### src/rtl/ooo_pkg.sv
// rtl/ooo_pkg.sv - shared out-of-order core constants and the CDB packet type
package ooo_pkg;

    localparam int DATA_WIDTH = 32;
    localparam int NUM_PREGS  = 64;
    localparam int PREG_W     = $clog2(NUM_PREGS);
    localparam int ROB_DEPTH  = 16;
    localparam int ROB_W      = $clog2(ROB_DEPTH);
    localparam int NUM_REQ    = 3;

    localparam int REQ_ALU = 0;
    localparam int REQ_BR  = 1;
    localparam int REQ_LSU = 2;

    typedef struct packed {
        logic                  valid;
        logic                  has_rd;
        logic [PREG_W-1:0]     tag;
        logic [DATA_WIDTH-1:0] data;
        logic [ROB_W-1:0]      rob_idx;
    } cdb_pkt_t;

endpackage

### src/rtl/rr_arbiter.sv
// rtl/rr_arbiter.sv - generic round-robin arbiter, one-hot grant, pointer moves past each winner
module rr_arbiter #(
    parameter int N     = 3,
    parameter int IDX_W = 2
) (
    input  logic             clk,
    input  logic             rst_n,
    input  logic             enable,
    input  logic [N-1:0]     req,
    output logic [N-1:0]     grant,
    output logic [IDX_W-1:0] grant_idx,
    output logic             any_grant
);

    logic [IDX_W-1:0] ptr;
    logic [IDX_W:0]   sum;
    logic [IDX_W-1:0] idx;

    // Walk the requests starting at ptr; the first one seen wins.
    always_comb begin
        grant     = '0;
        grant_idx = '0;
        any_grant = 1'b0;
        sum       = '0;
        idx       = '0;
        for (int off = 0; off < N; off++) begin
            sum = {1'b0, ptr} + (IDX_W+1)'(off);
            if (sum >= (IDX_W+1)'(N)) begin
                sum = sum - (IDX_W+1)'(N);
            end
            idx = sum[IDX_W-1:0];
            if (enable && !any_grant && req[idx]) begin
                grant[idx] = 1'b1;
                grant_idx  = idx;
                any_grant  = 1'b1;
            end
        end
    end

    always_ff @(posedge clk or negedge rst_n) begin
        if (!rst_n) begin
            ptr <= '0;
        end else if (any_grant) begin
            ptr <= (grant_idx == IDX_W'(N-1)) ? '0 : grant_idx + 1'b1;
        end
    end

endmodule

### src/rtl/cdb_arbiter.sv
// rtl/cdb_arbiter.sv - round-robin CDB/PRF write arbiter; CDB_PERF_EN adds per-requester stall counters
module cdb_arbiter #(
    parameter int DATA_WIDTH = 32,
    parameter int NUM_PREGS  = 64,
    parameter int PREG_W     = $clog2(NUM_PREGS),
    parameter int ROB_DEPTH  = 16,
    parameter int ROB_W      = $clog2(ROB_DEPTH),
    parameter int NUM_REQ    = 3
) (
    input  logic                          clk,
    input  logic                          rst_n,
    input  logic                          flush,
    input  logic [NUM_REQ-1:0]            req_valid,
    output logic [NUM_REQ-1:0]            req_ready,
    input  logic [NUM_REQ-1:0]            req_has_rd,
    input  logic [NUM_REQ*PREG_W-1:0]     req_tag,
    input  logic [NUM_REQ*DATA_WIDTH-1:0] req_data,
    input  logic [NUM_REQ*ROB_W-1:0]      req_rob_idx,
    output logic                          cdb_valid,
    output logic [PREG_W-1:0]             cdb_tag,
    output logic [DATA_WIDTH-1:0]         cdb_data,
    output logic [ROB_W-1:0]              cdb_rob_idx,
    output logic [1:0]                    cdb_src,
    output logic                          prf_wen,
    output logic [PREG_W-1:0]             prf_waddr,
    output logic [DATA_WIDTH-1:0]         prf_wdata
`ifdef CDB_PERF_EN
    ,
    output logic [NUM_REQ*32-1:0]         perf_stall_cnt
`endif
);
    import ooo_pkg::cdb_pkt_t;

    localparam int IDX_W = (NUM_REQ > 1) ? $clog2(NUM_REQ) : 1;

    logic [NUM_REQ-1:0] grant;
    logic [IDX_W-1:0]   win_idx;
    logic               any_grant;
    cdb_pkt_t           win;

    // Holding the arbiter disabled in reset keeps req_ready low while rst_n is asserted.
    rr_arbiter #(
        .N     (NUM_REQ),
        .IDX_W (IDX_W)
    ) u_rr (
        .clk       (clk),
        .rst_n     (rst_n),
        .enable    (rst_n & ~flush),
        .req       (req_valid),
        .grant     (grant),
        .grant_idx (win_idx),
        .any_grant (any_grant)
    );

    assign req_ready = grant;

    always_comb begin
        win = '0;
        for (int i = 0; i < NUM_REQ; i++) begin
            if (grant[i]) begin
                win.valid   = 1'b1;
                win.has_rd  = req_has_rd[i];
                win.tag     = req_tag[i*PREG_W +: PREG_W];
                win.data    = req_data[i*DATA_WIDTH +: DATA_WIDTH];
                win.rob_idx = req_rob_idx[i*ROB_W +: ROB_W];
            end
        end
    end

    // Payload fields only move on a grant so the bus holds its last broadcast when idle.
    always_ff @(posedge clk or negedge rst_n) begin
        if (!rst_n) begin
            cdb_valid   <= 1'b0;
            prf_wen     <= 1'b0;
            cdb_tag     <= '0;
            cdb_data    <= '0;
            cdb_rob_idx <= '0;
            cdb_src     <= '0;
        end else begin
            cdb_valid <= win.valid;
            prf_wen   <= win.valid & win.has_rd & (win.tag != '0);
            if (win.valid) begin
                cdb_tag     <= win.tag;
                cdb_data    <= win.data;
                cdb_rob_idx <= win.rob_idx;
                cdb_src     <= 2'(win_idx);
            end
        end
    end

    assign prf_waddr = cdb_tag;
    assign prf_wdata = cdb_data;

`ifdef CDB_PERF_EN
    always_ff @(posedge clk or negedge rst_n) begin
        if (!rst_n) begin
            perf_stall_cnt <= '0;
        end else begin
            for (int i = 0; i < NUM_REQ; i++) begin
                if (req_valid[i] && !req_ready[i] && !flush && perf_stall_cnt[i*32 +: 32] != 32'hFFFF_FFFF) begin
                    perf_stall_cnt[i*32 +: 32] <= perf_stall_cnt[i*32 +: 32] + 32'd1;
                end
            end
        end
    end
`endif

endmodule

### config.mk
export PLATFORM = sky130hd
export DESIGN_NAME = cdb_arbiter
export DESIGN_NICKNAME = d
export VERILOG_FILES = /design/src/rtl/ooo_pkg.sv /design/src/rtl/rr_arbiter.sv /design/src/rtl/cdb_arbiter.sv
export SDC_FILE = /design/constraint.sdc
export NUM_CORES = 1
export LEC_CHECK = 0
export ABC_CLOCK_PERIOD_IN_PS = 2970
export BUFFER_PORTS_ARGS = -buffer_cell sky130_fd_sc_hd__buf_4
export CORE_ASPECT_RATIO = 2
export CORE_MARGIN = 2
export CORE_UTILIZATION = 42
export CTS_BUF_LIST = sky130_fd_sc_hd__clkbuf_4
export CTS_CLUSTER_DIAMETER = 40
export CTS_CLUSTER_SIZE = 20
export DETAILED_ROUTE_END_ITERATION = 7
export PLACE_DENSITY = 0.91
export SYNTH_ARGS = -nofsm -noshare
export SYNTH_HDL_FRONTEND = slang
export SYNTH_SLANG_ARGS = --single-unit
### constraint.sdc
create_clock -name clk -period 2.97 [get_ports clk]
set_input_delay 0.297 -clock clk [delete_from_list [all_inputs] [get_ports clk]]
set_output_delay 0.297 -clock clk [all_outputs]
set_load 0.005 [all_outputs]
==> flow_summary.yaml, run 1 <==
setup_path:
  crit_path_cell_trace: "buf_4 -> ha_4 -> mux2_4 -> or4b_4 -> nor3_4 -> or2_4 -> buf_12 -> buf_4"
  required_arrival_time_at_the_worst_endpoint_ns: 2.67
  crit_arrival_ns: 2.65
  critical-path-max-stage-delay_ns: 0.52
  setup.worst_path.end_class: "output port"
  crit_fanout: 16
  cp_slowest_cell: "or4b_4"
  timing.critical_path.mode_cell: "buf_4"
  startpoint_type: "flip-flop"
  setup.worst_path.class: "reg2out"
global_route:
  overflow: 0
  grt_pass1_vias: 3293
  grtUsageTotal_pct: 26.3
  grt_pass1_wl_um: 16100
  antenna_violations_before_repair: 1
  grt_start_max_net_pins: 49
yosys:
  synthArstFlopShare_pct: 100
  synth_sequential_area_ratio_pct: 40.3
  flip_flop_and_latch_count_after_synthesis: 48
  avgSynthCellArea_um2: 9.74
  post_synth_instance_area_mm2: 0.00298
  mappedNetlistNets: 445
  synth_edf_count: 0
  synthesis.instances: 306
  netlist-cell-type-count: 43
  ys_warn_count: 0
  ys_dominant_reg_cell: "dfrtp_1"
finish:
  syn_to_final_growth_pct: 56.4
  final_stage_net_count: 633
  final_layout_size_suffix_gt1_share_pct: 54.3
routing:
  drt-pass1-iter-count: 5
  dr_total_vias: 3330
  drt-initial-drc-count: 171
  route.detailed.drc: 0
  drt-wirelength-per-cell_um: 18.5
  final_antenna_net_count: 0
  drt_wirelength_um: 10900
  avgViaCountPerCell: 5.68
floorplanning:
  die_w_um: 63.6
  fp-row-count: 43
  core_area_mm2: 0.00689
  fp.dieArea_mm2: 0.00783
  io_pins: 222
  initial_util_pct: 43.3
  die_h_um: 123
timing:
  final-setup-viol-count: 0
  period_minus_slack_ns: 2.94
  max_slew_margin_pct: 58.3
  clock_skew_ns: 0.0301
  timing.setup.tns_ns: 0
  hold_violations: 0
  clock.fmax_mhz: 340
  min_period_over_period_pct: 99.1
  worst-slew-pin-transition_ns: 0.625
  slew_viol_final: 0
  fin_ws_ns: 0.0274
  hold-worst-slack_ns: 0.0189
clocking:
  clk_root_buffer_cell: "clkbuf_4"
  tritoncts_num_sinks: 48
  tritoncts: "done"
  clk_path_buf_depth: 2
  clk-insertion-delay-late_ns: 0.38
  cts-htree-levels: 2
  number_of_buffers_inserted_during_clock_tree_synthesis: 5
  clk_transition_reported_paths_ns: 0.16
pwr:
  power_leakage_nw: 2.31
  power.total_mw: 4.12
  power_per_cell_area_mw_per_mm2: 884
  max-vdd-ir-drop_mv: 0.520
placed_design:
  place_worst_setup_slack_ns: 0.101
  last_weighted_congestion_value_of_the_routability_driven_placer: 0.942
  place_hpwl_um: 8380
  buffer_ports.inserted: 221
status:
  run_status: "finished, final reports clean"
hold_path:
  hp-class: "in2async"
job:
  maxCapViolCount: 0
==> area by class of cell <==
type | instances | area, um^2
fillers | 576 | 2230
repair buffers | 241 | 1830
multi-input cells | 193 | 1420
flip-flops and latches | 48 | 1200
well taps | 90 | 113
clock inverters | 3 | 42.5
clock buffers | 5 | 37.5
inverters | 5 | 18.8
diodes | 1 | 2.50
==> cell usage after synthesis, types with 2 or more instances <==
| library cell | n | area, um^2 |
|---|---|---|
| nand2_1 | 10 | 37.5 |
| ha_1 | 4 | 50.1 |
| clkbuf_1 | 6 | 22.5 |
| and3b_1 | 2 | 17.5 |
| a22oi_1 | 72 | 541 |
| nor2b_1 | 5 | 31.3 |
| a22o_1 | 2 | 17.5 |
| dfrtp_1 | 48 | 1200 |
| o22ai_1 | 2 | 12.5 |
| a31oi_1 | 2 | 12.5 |
| mux2i_1 | 4 | 40.0 |
| inv_1 | 4 | 15.0 |
| nor2_1 | 6 | 22.5 |
| o21ai_1 | 36 | 180 |
| a21oi_1 | 4 | 20.0 |
| buf_4 | 40 | 300 |
| mux2_2 | 2 | 22.5 |
| o21ai_0 | 6 | 30.0 |
| nand2b_1 | 6 | 37.5 |
| mux2_1 | 2 | 22.5 |
| nand3_1 | 4 | 20.0 |
| a221oi_1 | 3 | 26.3 |
| buf_2 | 13 | 65.1 |
| a221o_1 | 4 | 40.0 |
==> registers in the layout, summed over array words and instances, names as in the netlist <==
register	count
cdb_data	32
cdb_tag	6
cdb_rob_idx	4
cdb_src	2
u_rr.ptr	2
cdb_valid	1
prf_wen	1
==> per-layer routing <==
metal	routed length [um]	up-vias	GRT usage (%)
met1	3850	1598	30.2
met4	347	0	11.8
li1	-	1499	-
met3	684	34	4.55
met2	5970	199	47.0
met5	0	-	0
==> report_power, final <==
group	leakage (nW)	total, mW	internal [mW]	switching [mW]
sequential	0.599	1.25	0.966	0.280
clock	0.0428	0.398	0.176	0.222
combinational	1.67	2.48	1.37	1.11
==> worst paths after layout <==
path	startpoint	to	slack, ns	cells after the start
setup reg to reg	u_rr.ptr[0]$_DFFE_PN0P_	cdb_src[0]$_DFFE_PN0P_	0.06	11
min in group clk	req_data[94]	cdb_data[30]$_DFFE_PN0P_	0.15	3
max in group asynchronous	rst_n	cdb_data[13]$_DFFE_PN0P_	2.49	2
hold reg to reg	cdb_src[1]$_DFFE_PN0P_	cdb_src[1]$_DFFE_PN0P_	0.53	1
setup / recovery	u_rr.ptr[0]$_DFFE_PN0P_	req_ready[1]	0.03	8
hold / removal	rst_n	cdb_data[31]$_DFFE_PN0P_	0.02	2
==> stage by stage <==
step	std cells	util, %	cell area [um^2]
after floorplan	306	-	2980
after global placement	571	64.7	4460
after detailed placement	571	64.7	4460
after CTS	583	66.6	4590
after global routing	586	67.7	4660
final	586	67.7	4660
==> critical path, delay by kind of cell (launching register included) <==
kind	cells	cell delay, ns
and+or+nand+nor	3	0.89
DFF	1	0.45
buffers and inverters	3	0.41
muxes	1	0.32
adders and majority gates	1	0.18
==> logic make-up (layout without fill, tap and decap cells) <==
kind of cell             Yosys count  after routing  share of synthesized area, %
adder cells (fa/ha/maj)            4              4                          1.68
buffers and inverters             65            254                          14.0
flip-flops                        48             48                          40.3
multiplexers                       9              9                          3.61
AO/OA/AOI/OAI                    137            137                          31.4
AND/OR/NAND/NOR                   43             43                          8.94
other                              0              1                             0
==> layout by cell type, fill, tap and decap left out, drive strengths merged, types with 3 or more instances in the layout <==
cell / instances
a21oi: 4
a221o: 4
a221oi: 3
a22oi: 72
buf: 241
clkbuf: 5
dfrtp: 48
ha: 4
inv: 5
mux2: 4
mux2i: 5
nand2: 10
nand2b: 6
nand3: 4
nor2: 6
nor2b: 5
o21ai: 42
==> timing repair <==
| action | in CTS | in global routing |
|---|---|---|
| buffers inserted | 4 | 2 |
| setup endpoints to repair | 2 | 25 |
| pin swaps | 1 | 3 |
| resized for setup | 4 | 15 |
| hold buffers | 0 | 0 |
Note: power is estimated with default switching activity, not from simulation.
==> inputs of run 2 (changes only) <==
- GPL_TIMING_DRIVEN: default -> 0
- HOLD_SLACK_MARGIN: default -> 0.02
==> flow_summary.yaml, run 2 (synthesized netlist as in run 1, its figures left out) <==
setup_path:
  cp.buffers_inverters: 5
  startpoint_type: "flip-flop"
  r2r_end: "prf_wen$_DFF_PN0_"
  crit_arrival_ns: 2.63
  timing.reg2reg.worst_path_depth: 11
  crit_fanout: 10
  crit_path_cell_trace: "ha_4 -> inv_2 -> or4_4 -> mux2_2 -> and2_4 -> inv_4 -> buf_8 -> buf_6 -> buf_4"
  regToRegSetupSlack_ns: 0.08
  setup.worst_path.class: "reg2out"
  required_arrival_time_at_the_worst_endpoint_ns: 2.67
  setup.worst_path.end_class: "output port"
  critical-path-max-stage-delay_ns: 0.55
  cp_slowest_cell: "or4_4"
  timing.critical_path.max_delay_family: "simple AND/OR/NAND/NOR gates"
  crit-reg2reg-launch: "u_rr.ptr[1]$_DFFE_PN0P_"
timing:
  max_slew_margin_pct: 71.8
  slew_viol_final: 0
  clock.fmax_mhz: 341
  hold-worst-slack_ns: 0.142
  fin_ws_ns: 0.0384
  clock_skew_ns: 0.0133
  period_minus_slack_ns: 2.93
  final-setup-viol-count: 0
  timing.setup.tns_ns: 0
  hold_violations: 0
  grt_setup_unrepaired: "true"
  worst-slew-pin-transition_ns: 0.424
  min_period_over_period_pct: 98.7
floorplanning:
  die_h_um: 123
  fp-row-count: 43
  fp.dieArea_mm2: 0.00783
  initial_util_pct: 43.3
  io_pins: 222
  core_area_mm2: 0.00689
  die_w_um: 63.6
clocking:
  tritoncts: "done"
  clk_transition_reported_paths_ns: 0.15
  clk_path_buf_depth: 2
  tritoncts_num_sinks: 48
  number_of_buffers_inserted_during_clock_tree_synthesis: 5
  clk-insertion-delay-late_ns: 0.38
  cts-htree-levels: 2
  clk_root_buffer_cell: "clkbuf_4"
placed_design:
  place_worst_setup_slack_ns: -0.335
  dpl.cell_count: 617
  buffer_ports.inserted: 221
  place_hpwl_um: 8860
  last_weighted_congestion_value_of_the_routability_driven_placer: 0.841
  post_dp_cell_area_mm2: 0.00475
pwr:
  max-vdd-ir-drop_mv: 0.494
  internal_power_mw: 2.91
  power_per_cell_area_mw_per_mm2: 903
  power.total_mw: 4.67
  net-switching-power_mw: 1.76
  sequentialPowerShare_pct: 26.7
  power.share.switching_pct: 37.6
  clock_power_share_pct: 8.4
  p_comb_share_pct: 64.8
  power_leakage_nw: 2.60
finish:
  final_util_pct: 75.1
  finalInstanceArea_mm2: 0.00517
  syn_to_final_growth_pct: 73.6
  antenna_cells: 0
  largest_register_ff_count: 32
  largestRegisters: "cdb_data (32), cdb_tag (6), cdb_rob_idx (4)"
  final_layout_size_suffix_gt1_share_pct: 61.4
  registers.top_by_ff_count: "cdb_data"
  num-fill-cells: 523
  layout.cells.most_common_list: "buf_4, a22oi_1, dfrtp_1"
  final_stage_net_count: 690
  most_common_library_cell_in_the_layout_ignoring_fill_and_taps: "buf_4"
  layoutNonFillerInstCount: 642
routing:
  final_antenna_net_count: 0
  route.detailed.drc: 0
  drt-wirelength-per-cell_um: 18.0
  drt-initial-drc-count: 210
  dr_total_vias: 3530
  drt_wirelength_um: 11500
  drt-pass1-iter-count: 5
  avgViaCountPerCell: 5.50
global_route:
  globalRouteMet2Util_pct: 54.5
  grt_pass1_vias: 3507
  global_route.peak_usage_layer: "met2"
  grt_pass1_wl_um: 17300
  grt.met3_usage_pct: 5.19
  antenna_violations_before_repair: 0
  grt_start_max_net_pins: 49
  groute.layer.met1.usage_pct: 30.5
  grtUsageTotal_pct: 28.7
  overflow: 0
hold_path:
  hp-class: "in2reg"
  min_path_cells: 3
  worstHoldEndpoint: "cdb_rob_idx[3]$_DFFE_PN0P_"
  min-delay-start: "req_rob_idx[11]"
job:
  maxCapViolCount: 0
status:
  run_status: "finished, final reports clean"
==> run 2: cell types whose count changed in the layout (fill, tap and decap cells not counted), moves of 2 or more <==
| cell | change |
|---|---|
| a22oi_1 | -13 |
| a22oi_2 | +13 |
| buf_2 | +6 |
| buf_4 | +36 |
| buf_6 | +6 |
| clkbuf_1 | +2 |
| clkbuf_2 | +4 |
==> run 2: final cells by class <==
cell class	count	area, um^2	share of cell area [%]
Multi-Input combinational cell	193	1480	28.7
Tap cell	90	113	2.18
Buffer	60	452	8.73
Sequential cell	48	1200	23.2
Clock inverter	3	42.5	0.822
Clock buffer	5	37.5	0.726
Timing Repair Buffer	238	1820	35.2
Inverter	5	21.3	0.411
==> run 2: tightest hold or removal path, stage by stage <==
cell and delay [ns]:
buf_4 0.08, a22oi_1 0.06, o21ai_1 0.06
==> run 2: power by group through the flow <==
stage | Clock (mW) | Sequential (mW) | Combinational (mW)
6_report | 0.395 | 1.25 | 3.03
5_1_grt | 0.427 | 1.29 | 3.26
4_1_cts | 0.402 | 1.23 | 2.89
3_5_place_dp | 0 | 1.24 | 2.71
3_3_place_gp | 0 | 1.23 | 2.63
2_1_floorplan | 0 | 1.21 | 1.41
==> run 2: worst max path at each step <==
stage / startpoint / end / cells after the start
after floorplan: u_rr.ptr[1]$_DFFE_PN0P_ / prf_wen$_DFF_PN0_ / 9
after global placement: rst_n / req_ready[2] / 9
after detailed placement: rst_n / req_ready[2] / 9
after CTS: u_rr.ptr[1]$_DFFE_PN0P_ / req_ready[2] / 9
after global routing: u_rr.ptr[0]$_DFFE_PN0P_ / req_ready[1] / 9
final: u_rr.ptr[1]$_DFFE_PN0P_ / req_ready[2] / 9
==> run 2: what timing repair did <==
item / CTS / global route
buffers inserted: 11 / 4
gates resized for setup: 18 / 38
pin swaps: 3 / 3
cloned: 0 / 0
endpoints found under the hold margin: 48 / 0
endpoints found under the setup margin: 42 / 44
hold buffers: 2 / 0
==> run 2: layer usage <==
metal | wire length, um | part of all wire (%)
met5 | 0 | 0
met4 | 281 | 2.4
met3 | 662 | 5.7
met2 | 6680 | 58
met1 | 3920 | 34
==> inputs of run 3 (changes only) <==
- CORE_UTILIZATION: 42 -> 35
- PLACE_DENSITY: 0.91 -> 0.79
==> flow_summary.yaml, run 3 (synthesized netlist as in run 1, its figures left out) <==
routing:
  drt_wirelength_um: 12100
  final_antenna_net_count: 0
  drt-pass1-iter-count: 5
  drt-wirelength-per-cell_um: 18.5
  dr_total_vias: 3463
  drt-initial-drc-count: 225
  avgViaCountPerCell: 5.30
  route.detailed.drc: 0
placed_design:
  place_worst_setup_slack_ns: -0.336
  buffer_ports.inserted: 221
  place_hpwl_um: 9330
  dpl.cell_count: 625
  last_weighted_congestion_value_of_the_routability_driven_placer: 0.959
timing:
  fin_ws_ns: 0.0734
  min_period_over_period_pct: 97.5
  grt_setup_unrepaired: "true"
  worst-slew-pin-transition_ns: 0.479
  max_slew_margin_pct: 68.0
  hold_violations: 0
  timing.setup.tns_ns: 0
  clock.fmax_mhz: 345
  hold-worst-slack_ns: 0.149
  final-setup-viol-count: 0
  period_minus_slack_ns: 2.90
  slew_viol_final: 0
  clock_skew_ns: 0.0182
setup_path:
  crit_arrival_ns: 2.60
  regToRegSetupSlack_ns: 0.08
  required_arrival_time_at_the_worst_endpoint_ns: 2.67
  setup.worst_path.end_class: "output port"
  setup.worst_path.class: "reg2out"
  startpoint_type: "flip-flop"
  r2r_end: "prf_wen$_DFF_PN0_"
  crit_fanout: 7
  timing.reg2reg.worst_path_depth: 11
  crit-reg2reg-launch: "u_rr.ptr[0]$_DFFE_PN0P_"
finish:
  layout.cells.most_common_list: "buf_4, a22oi_1, dfrtp_1"
  syn_to_final_growth_pct: 72.3
  largest_register_ff_count: 32
  most_common_library_cell_in_the_layout_ignoring_fill_and_taps: "buf_4"
  layoutNonFillerInstCount: 653
  num-fill-cells: 722
  largestRegisters: "cdb_data (32), cdb_tag (6), cdb_rob_idx (4)"
  final_util_pct: 61.9
  multi_input_comb_area_mm2: 0.00143
  registers.top_by_ff_count: "cdb_data"
  final_layout_size_suffix_gt1_share_pct: 59.0
  area.sequential_mm2: 0.00120
  final_stage_net_count: 692
status:
  run_status: "finished, final reports clean"
pwr:
  internal_power_mw: 2.89
  max-vdd-ir-drop_mv: 0.437
  clock_power_share_pct: 8.7
  net-switching-power_mw: 1.71
  power.share.switching_pct: 37.1
  power_leakage_nw: 2.61
  p_comb_share_pct: 64.3
  sequentialPowerShare_pct: 27.0
  power_per_cell_area_mw_per_mm2: 895
global_route:
  grt_pass1_wl_um: 18300
  grt_start_max_net_pins: 49
  grt_pass1_vias: 3504
  antenna_violations_before_repair: 1
  grtUsageTotal_pct: 24.6
  overflow: 0
hold_path:
  min_path_cells: 2
  hp-class: "in2reg"
  worstHoldEndpoint: "cdb_tag[0]$_DFFE_PN0P_"
  min-delay-start: "req_tag[12]"
floorplanning:
  initial_util_pct: 35.9
  die_h_um: 135
  die_w_um: 69.3
  core_area_mm2: 0.00829
  io_pins: 222
  fp-row-count: 47
  fp.dieArea_mm2: 0.00931
clocking:
  clk_path_buf_depth: 2
  number_of_buffers_inserted_during_clock_tree_synthesis: 5
  tritoncts_num_sinks: 48
  clk-insertion-delay-late_ns: 0.37
  clk_transition_reported_paths_ns: 0.15
  cts-htree-levels: 2
  clk_root_buffer_cell: "clkbuf_4"
  tritoncts: "done"
job:
  maxCapViolCount: 0
## run 3: metal layers
layer  GRT usage (%)  up-vias  part of all wire [%]
met5               0        -                     0
met1            27.9     1661                    36
met4            13.2        0                   3.9
li1                -     1619                     -
met3            4.40       32                   5.0
met2            43.3      151                    56
## run 3: through the flow
| stage | power [mW] | instance area [um^2] |
|---|---|---|
| after floorplan | 2.61 | 2980 |
| after global placement | 3.87 | 4760 |
| after detailed placement | 3.96 | 4760 |
| after CTS | 4.48 | 5000 |
| after global routing | 4.92 | 5130 |
| final | 4.60 | 5130 |
## run 3: power by group through the flow
stage          registers [mW]  clock network, mW  logic, mW
6_report                 1.24              0.398       2.96
5_1_grt                  1.29              0.435       3.20
4_1_cts                  1.24              0.409       2.83
3_5_place_dp             1.25                  0       2.71
3_3_place_gp             1.24                  0       2.64
2_1_floorplan            1.21                  0       1.41
## run 3: worst max-delay path by stage
stage | startpoint | to | slack (ns) | depth (start not counted)
global route | u_rr.ptr[0]$_DFFE_PN0P_ | prf_wen$_DFF_PN0_ | -0.03 | 11
CTS | u_rr.ptr[1]$_DFFE_PN0P_ | req_ready[2] | 0.003 | 9
global placement | rst_n | req_ready[2] | -0.31 | 9
detailed placement | rst_n | req_ready[2] | -0.34 | 9
floorplan | u_rr.ptr[1]$_DFFE_PN0P_ | prf_wen$_DFF_PN0_ | 0.37 | 9
finish | u_rr.ptr[1]$_DFFE_PN0P_ | req_ready[1] | 0.07 | 9
## run 3: timing repair
item,CTS,global route
endpoints found under the hold margin,48,0
pin swaps,0,3
hold buffers,2,0
setup buffers,8,9
endpoints found under the setup margin,33,42
resized for setup,16,19
## run 3: final cells by class
cell class	instances	share of cell area, %
Antenna cell	1	0.0487
Buffer	60	8.46
Clock buffer	6	0.877
Clock inverter	2	0.682
Inverter	5	0.414
Multi-Input combinational cell	193	27.8
Sequential cell	48	23.4
Tap cell	98	2.39
Timing Repair Buffer	240	35.9
## run 3: critical path, cell delays in order (launching register included)
cell and delay (ns):
dfrtp_2 0.47, inv_2 0.10, ha_1 0.28, and3b_1 0.24
nand3b_1 0.21, a21oi_1 0.42, or2_1 0.18, buf_6 0.13
buf_8 0.12, buf_6 0.09
